<file path="src/rtl/beh_cond_pkg.sv">
// Shared constants and types for the beh_cond programmable 4-input logic cell.
package beh_cond_pkg;
    localparam int BEH_COND_IDX_W   = 4;
    localparam int BEH_COND_TABLE_W = 16;

    typedef logic [BEH_COND_TABLE_W-1:0] beh_cond_table_t;

    // Reset table: a ? b : (c ^ d)
    localparam beh_cond_table_t BEH_COND_DEFAULT_TABLE = 16'hF066;
endpackage

</file>
<file path="src/rtl/beh_cond_lut.sv">
// Combinational 16-entry truth-table lookup: f = table[idx].
module beh_cond_lut
    import beh_cond_pkg::*;
(
    input  beh_cond_table_t             table_i,
    input  logic [BEH_COND_IDX_W-1:0]   idx_i,
    output logic                        f_o
);

    assign f_o = table_i[idx_i];

endmodule

</file>
<file path="src/rtl/beh_cond.sv">
// Programmable 4-input conditional logic cell with saturating output-change counter.
// Define BEH_COND_REG_OUT_EN to register y (one cycle latency, reset value 0).
module beh_cond
    import beh_cond_pkg::*;
#(
    parameter int              CNT_W         = 8,
    parameter beh_cond_table_t DEFAULT_TABLE = BEH_COND_DEFAULT_TABLE
) (
    input  logic                        clk,
    input  logic                        rst_n,
    input  logic                        a,
    input  logic                        b,
    input  logic                        c,
    input  logic                        d,
    input  logic                        cfg_we,
    input  logic [BEH_COND_TABLE_W-1:0] cfg_data,
    input  logic                        cnt_clr,
    output logic                        y,
    output logic [BEH_COND_TABLE_W-1:0] cfg_table,
    output logic [CNT_W-1:0]            chg_cnt
);

    beh_cond_table_t           table_q, table_d;
    logic                      y_prev_q;
    logic [CNT_W-1:0]          cnt_q, cnt_d;
    logic [BEH_COND_IDX_W-1:0] idx;
    logic                      f;

    assign idx = {a, b, c, d};

    beh_cond_lut u_lut (
        .table_i (table_q),
        .idx_i   (idx),
        .f_o     (f)
    );

`ifdef BEH_COND_REG_OUT_EN
    logic y_q;

    always_ff @(posedge clk) begin
        if (!rst_n) begin
            y_q <= 1'b0;
        end else begin
            y_q <= f;
        end
    end

    assign y = y_q;
`else
    assign y = f;
`endif

    always_comb begin
        table_d = table_q;
        if (cfg_we) begin
            table_d = cfg_data;
        end
    end

    // Clear wins over increment; increment holds at all-ones.
    always_comb begin
        cnt_d = cnt_q;
        if (cnt_clr) begin
            cnt_d = '0;
        end else if ((y != y_prev_q) && (cnt_q != {CNT_W{1'b1}})) begin
            cnt_d = cnt_q + CNT_W'(1);
        end
    end

    always_ff @(posedge clk) begin
        if (!rst_n) begin
            table_q  <= DEFAULT_TABLE;
            y_prev_q <= 1'b0;
            cnt_q    <= '0;
        end else begin
            table_q  <= table_d;
            y_prev_q <= y;
            cnt_q    <= cnt_d;
        end
    end

    assign cfg_table = table_q;
    assign chg_cnt   = cnt_q;

endmodule

</file>
<file path="config.mk">
export PLATFORM = sky130hd
export DESIGN_NAME = beh_cond
export DESIGN_NICKNAME = d
export VERILOG_FILES = /design/src/rtl/beh_cond_pkg.sv /design/src/rtl/beh_cond_lut.sv /design/src/rtl/beh_cond.sv
export SDC_FILE = /design/constraint.sdc
export NUM_CORES = 1
export LEC_CHECK = 0
export CAP_MARGIN = 20
export CORE_MARGIN = 4
export CORE_UTILIZATION = 40
export CTS_BUF_LIST = sky130_fd_sc_hd__clkbuf_4
export DETAILED_ROUTE_END_ITERATION = 8
export PLACE_DENSITY_LB_ADDON = 0.15
export SKIP_CTS_REPAIR_TIMING = 1
export SLEW_MARGIN = 20
export SYNTH_ARGS = -nofsm -noshare
export SYNTH_HDL_FRONTEND = slang
export SYNTH_SLANG_ARGS = --single-unit
</file>
<file path="constraint.sdc">
create_clock -name clk -period 3.1 [get_ports clk]
set_input_delay 0.62 -clock clk [delete_from_list [all_inputs] [get_ports clk]]
set_output_delay 0.62 -clock clk [all_outputs]
set_load 0.05 [all_outputs]
</file>
==> flow_summary.json <==
{
  "outcome": "finished clean",
  "synth.distinct_cells": 31,
  "placement.cell_area_sq_um": 1710,
  "drv_slew": 0,
  "fp.dieW_microns": 62.0,
  "h-tree-depth": 1,
  "ant_nets": 0,
  "routabilityCongestion": 0.816,
  "share_of_final_layout_standard_cells_stronger_than_drive_strength_1_pct": 12.4,
  "die_height_microns": 62.0,
  "worst_setup_path_end_kind": "output port",
  "tritoncts": "built",
  "multi_input_area_sq_um": 633,
  "drt_pre_antenna_iters": 4,
  "transition_time_of_the_tightest_slew_check_pin_ns": 0.505,
  "fillCellCount": 244,
  "leakage_power_summed_over_all_cells_nw": 0.690,
  "top_cells_by_area_in_the_synthesized_netlist": "sky130_fd_sc_hd__dfxtp_1 (43%), sky130_fd_sc_hd__mux2i_1 (14%), sky130_fd_sc_hd__mux4_1 (9.0%)",
  "clk_path_buf_depth": 2,
  "cell_accounting_for_the_most_synthesized_area": "sky130_fd_sc_hd__dfxtp_1",
  "power.ir.vdd_worst_mv": 0.285,
  "placeableCoreArea_sq_um": 2780,
  "worst_path_dominant_cell_family": "multiplexers",
  "pwr_density_cell_nw_per_um2": 411,
  "crit_chain": "clkdlybuf4s50_1 -> mux4_1 -> mux4_2 -> buf_4",
  "via_count_of_the_first_global_routing_pass": 965,
  "number_of_cts_inserted_buffers": 3,
  "synth.yosys.warnings": 0,
  "viasPerCell": 5.36,
  "fin_crit_ns": 3.06,
  "syn_avg_cell_area_sq_um": 10.9,
  "area_of_the_die_sq_um": 3850,
  "hold_path.class": "flop to flop",
  "finalHoldViolations": 0,
  "criticalPathCategory": "input port to output port",
  "critical_path.startpoint_type": "input port",
  "drt_wl_cell_microns": 14.8,
  "grt_pass1_wl_mm": 4.41,
  "crit_path_arrival_time_ns": 2.44,
  "skew_ns": 0.00295,
  "grt_start_max_net_pins": 20,
  "area_growth_syn_to_layout_pct": 49.2,
  "max_freq_mhz": 327,
  "clock_tree.root_cell": "sky130_fd_sc_hd__clkbuf_4",
  "initial_core_util_pct": 42.0,
  "total_number_of_vias": 1029,
  "critical-path-max-stage-delay_ns": 0.57,
  "post-layout-total-power_uw": 716,
  "max_slew_margin_pct": 66.2,
  "synth_largest_type_area_fraction_pct": 42.9,
  "totalWireLength_mm": 2.84,
  "count_of_port_buffers_added_during_placement": 48,
  "grt_antenna_before_repair": 0,
  "gr_overflow_total": 0,
  "drt_first_iter_violations": 34,
  "postSynthNetCount": 132,
  "final_net_count": 187,
  "cts.clk_slew.worst_paths_ns": 0.14,
  "fin_area_sq_um": 1740,
  "synth.yosys.seq_area_share_pct": 42.9,
  "synth_seq_cells": 25,
  "io_pins": 49,
  "utilization_pct": 62.6,
  "number_of_buffer_and_inverter_instances_along_the_worst_setup_path": 2,
  "whs_ns": 0.527,
  "clk_latency_ns": 0.31,
  "max-cap-violations": 0,
  "netlist_area_sq_um": 1170,
  "drc": 0,
  "place.detailed.hpwl_mm": 2.24,
  "floorplan.rows": 19,
  "num_antenna_cells": 0,
  "crit_fanout": 3,
  "post-route-period-util_pct": 98.7,
  "layout.area.seq_sq_um": 500,
  "critPathRequiredTime_ns": 2.48,
  "clock_sinks": 25,
  "synth_cells": 107,
  "report.final.setup_viol": 0,
  "globalRouteTotalUtil_pct": 15.7,
  "crit_path_top_delay_cell": "sky130_fd_sc_hd__mux4_1"
}
[power breakdown]
group	total [mW]	switching [mW]	internal [mW]
combinational	0.218	0.114	0.105
sequential	0.352	0.0152	0.337
clock	0.145	0.0966	0.0482
total	0.716	0.226	0.490
[per-stage QoR]
stage	std cells	TNS [ns]	setup WS, ns
floorplan	107	0	0.405
global placement	187	-0.0504	-0.0414
detailed placement	187	-0.314	-0.142
CTS	191	-0.0143	-0.0143
global route	192	-0.00647	-0.00647
finish	192	0	0.0410
[cell usage in the layout, fill, tap and decap left out, drive strengths merged]
cell type,instances
clkdlybuf4s50,47
dfxtp,25
mux2i,16
nand2,11
nor2b,9
buf,9
nand3,6
mux4,5
a21oi,4
nor2,3
o41ai,3
clkbuf,3
o311ai,3
o21ai,2
nand2b,1
xor2,1
and4b,1
nor3,1
a31oi,1
a41o,1
xnor2,1
and3,1
o31ai,1
or4,1
inv,1
or3,1
and2,1
ha,1
clkinv,1
[routing by layer]
metal  track usage (%)  vias to the layer above  wire length [microns]  share of wire (%)
met2              23.7                       36                   1350                 48
met3              2.69                        4                    132                4.6
met5                 0                        -                      0                  0
li1                  -                      507                      -                  -
met4              6.36                        0                     40                1.4
met1              22.1                      482                   1310                 46
[kinds of logic (layout without fill, tap and decap cells)]
logic type               count (synthesis)  count (layout)  share of synthesized area, %
flip-flops                              25              25                          42.9
adder cells (fa/ha/maj)                  1               1                          1.07
multiplexers                            21              21                          24.7
AND/OR/NAND/NOR                         36              36                          16.8
buffers and inverters                    7              61                          2.89
XOR/XNOR                                 2               2                          2.14
AO/OA/AOI/OAI                           15              15                          9.54
[sequential cells by signal, indices dropped and copies added (netlist names)]
name,flops
chg_cnt,8
y_prev_q,1
cfg_table,16
[final timing paths]
check | start | to | slack [ns] | depth (start not counted)
min | cfg_table[14] | cfg_table[14] | 0.53 | 2
min reg2reg | cfg_table[14] | cfg_table[14] | 0.53 | 2
max | a | y | 0.04 | 4
max reg2reg | cfg_table[8] | chg_cnt[3] | 0.65 | 6
[synth_stat cells]
cell,instances
sky130_fd_sc_hd__a21oi_2,1
sky130_fd_sc_hd__o311ai_1,2
sky130_fd_sc_hd__mux4_1,4
sky130_fd_sc_hd__o31ai_1,1
sky130_fd_sc_hd__a41o_2,1
sky130_fd_sc_hd__nand2b_1,1
sky130_fd_sc_hd__o41ai_1,3
sky130_fd_sc_hd__a31oi_1,1
sky130_fd_sc_hd__and2_2,1
sky130_fd_sc_hd__and3_1,1
sky130_fd_sc_hd__mux2i_1,16
sky130_fd_sc_hd__inv_1,1
sky130_fd_sc_hd__buf_1,1
sky130_fd_sc_hd__ha_1,1
sky130_fd_sc_hd__xor2_1,1
sky130_fd_sc_hd__o311ai_0,1
sky130_fd_sc_hd__nor2_1,3
sky130_fd_sc_hd__nor3_2,1
sky130_fd_sc_hd__mux4_2,1
sky130_fd_sc_hd__or3_1,1
sky130_fd_sc_hd__a21oi_1,3
sky130_fd_sc_hd__xnor2_2,1
sky130_fd_sc_hd__or4_1,1
sky130_fd_sc_hd__clkbuf_1,4
sky130_fd_sc_hd__nand2_1,11
sky130_fd_sc_hd__and4b_4,1
sky130_fd_sc_hd__o21ai_1,2
sky130_fd_sc_hd__dfxtp_1,25
sky130_fd_sc_hd__nor2b_1,9
sky130_fd_sc_hd__buf_6,1
sky130_fd_sc_hd__nand3_1,6
[final cells by class]
type	count	area share (%)
Tap cell	31	2.23
Timing Repair Buffer	56	30.9
Sequential cell	25	28.7
Clock buffer	3	1.29
Multi-Input combinational cell	75	36.4
Clock inverter	1	0.287
Inverter	1	0.216
[tightest hold or removal path, stage by stage (launching register included)]
cell and delay (ns):
sky130_fd_sc_hd__dfxtp_1 0.37, sky130_fd_sc_hd__mux2i_1 0.07, sky130_fd_sc_hd__nand2_1 0.06
Power figures use the tool's default switching activity.
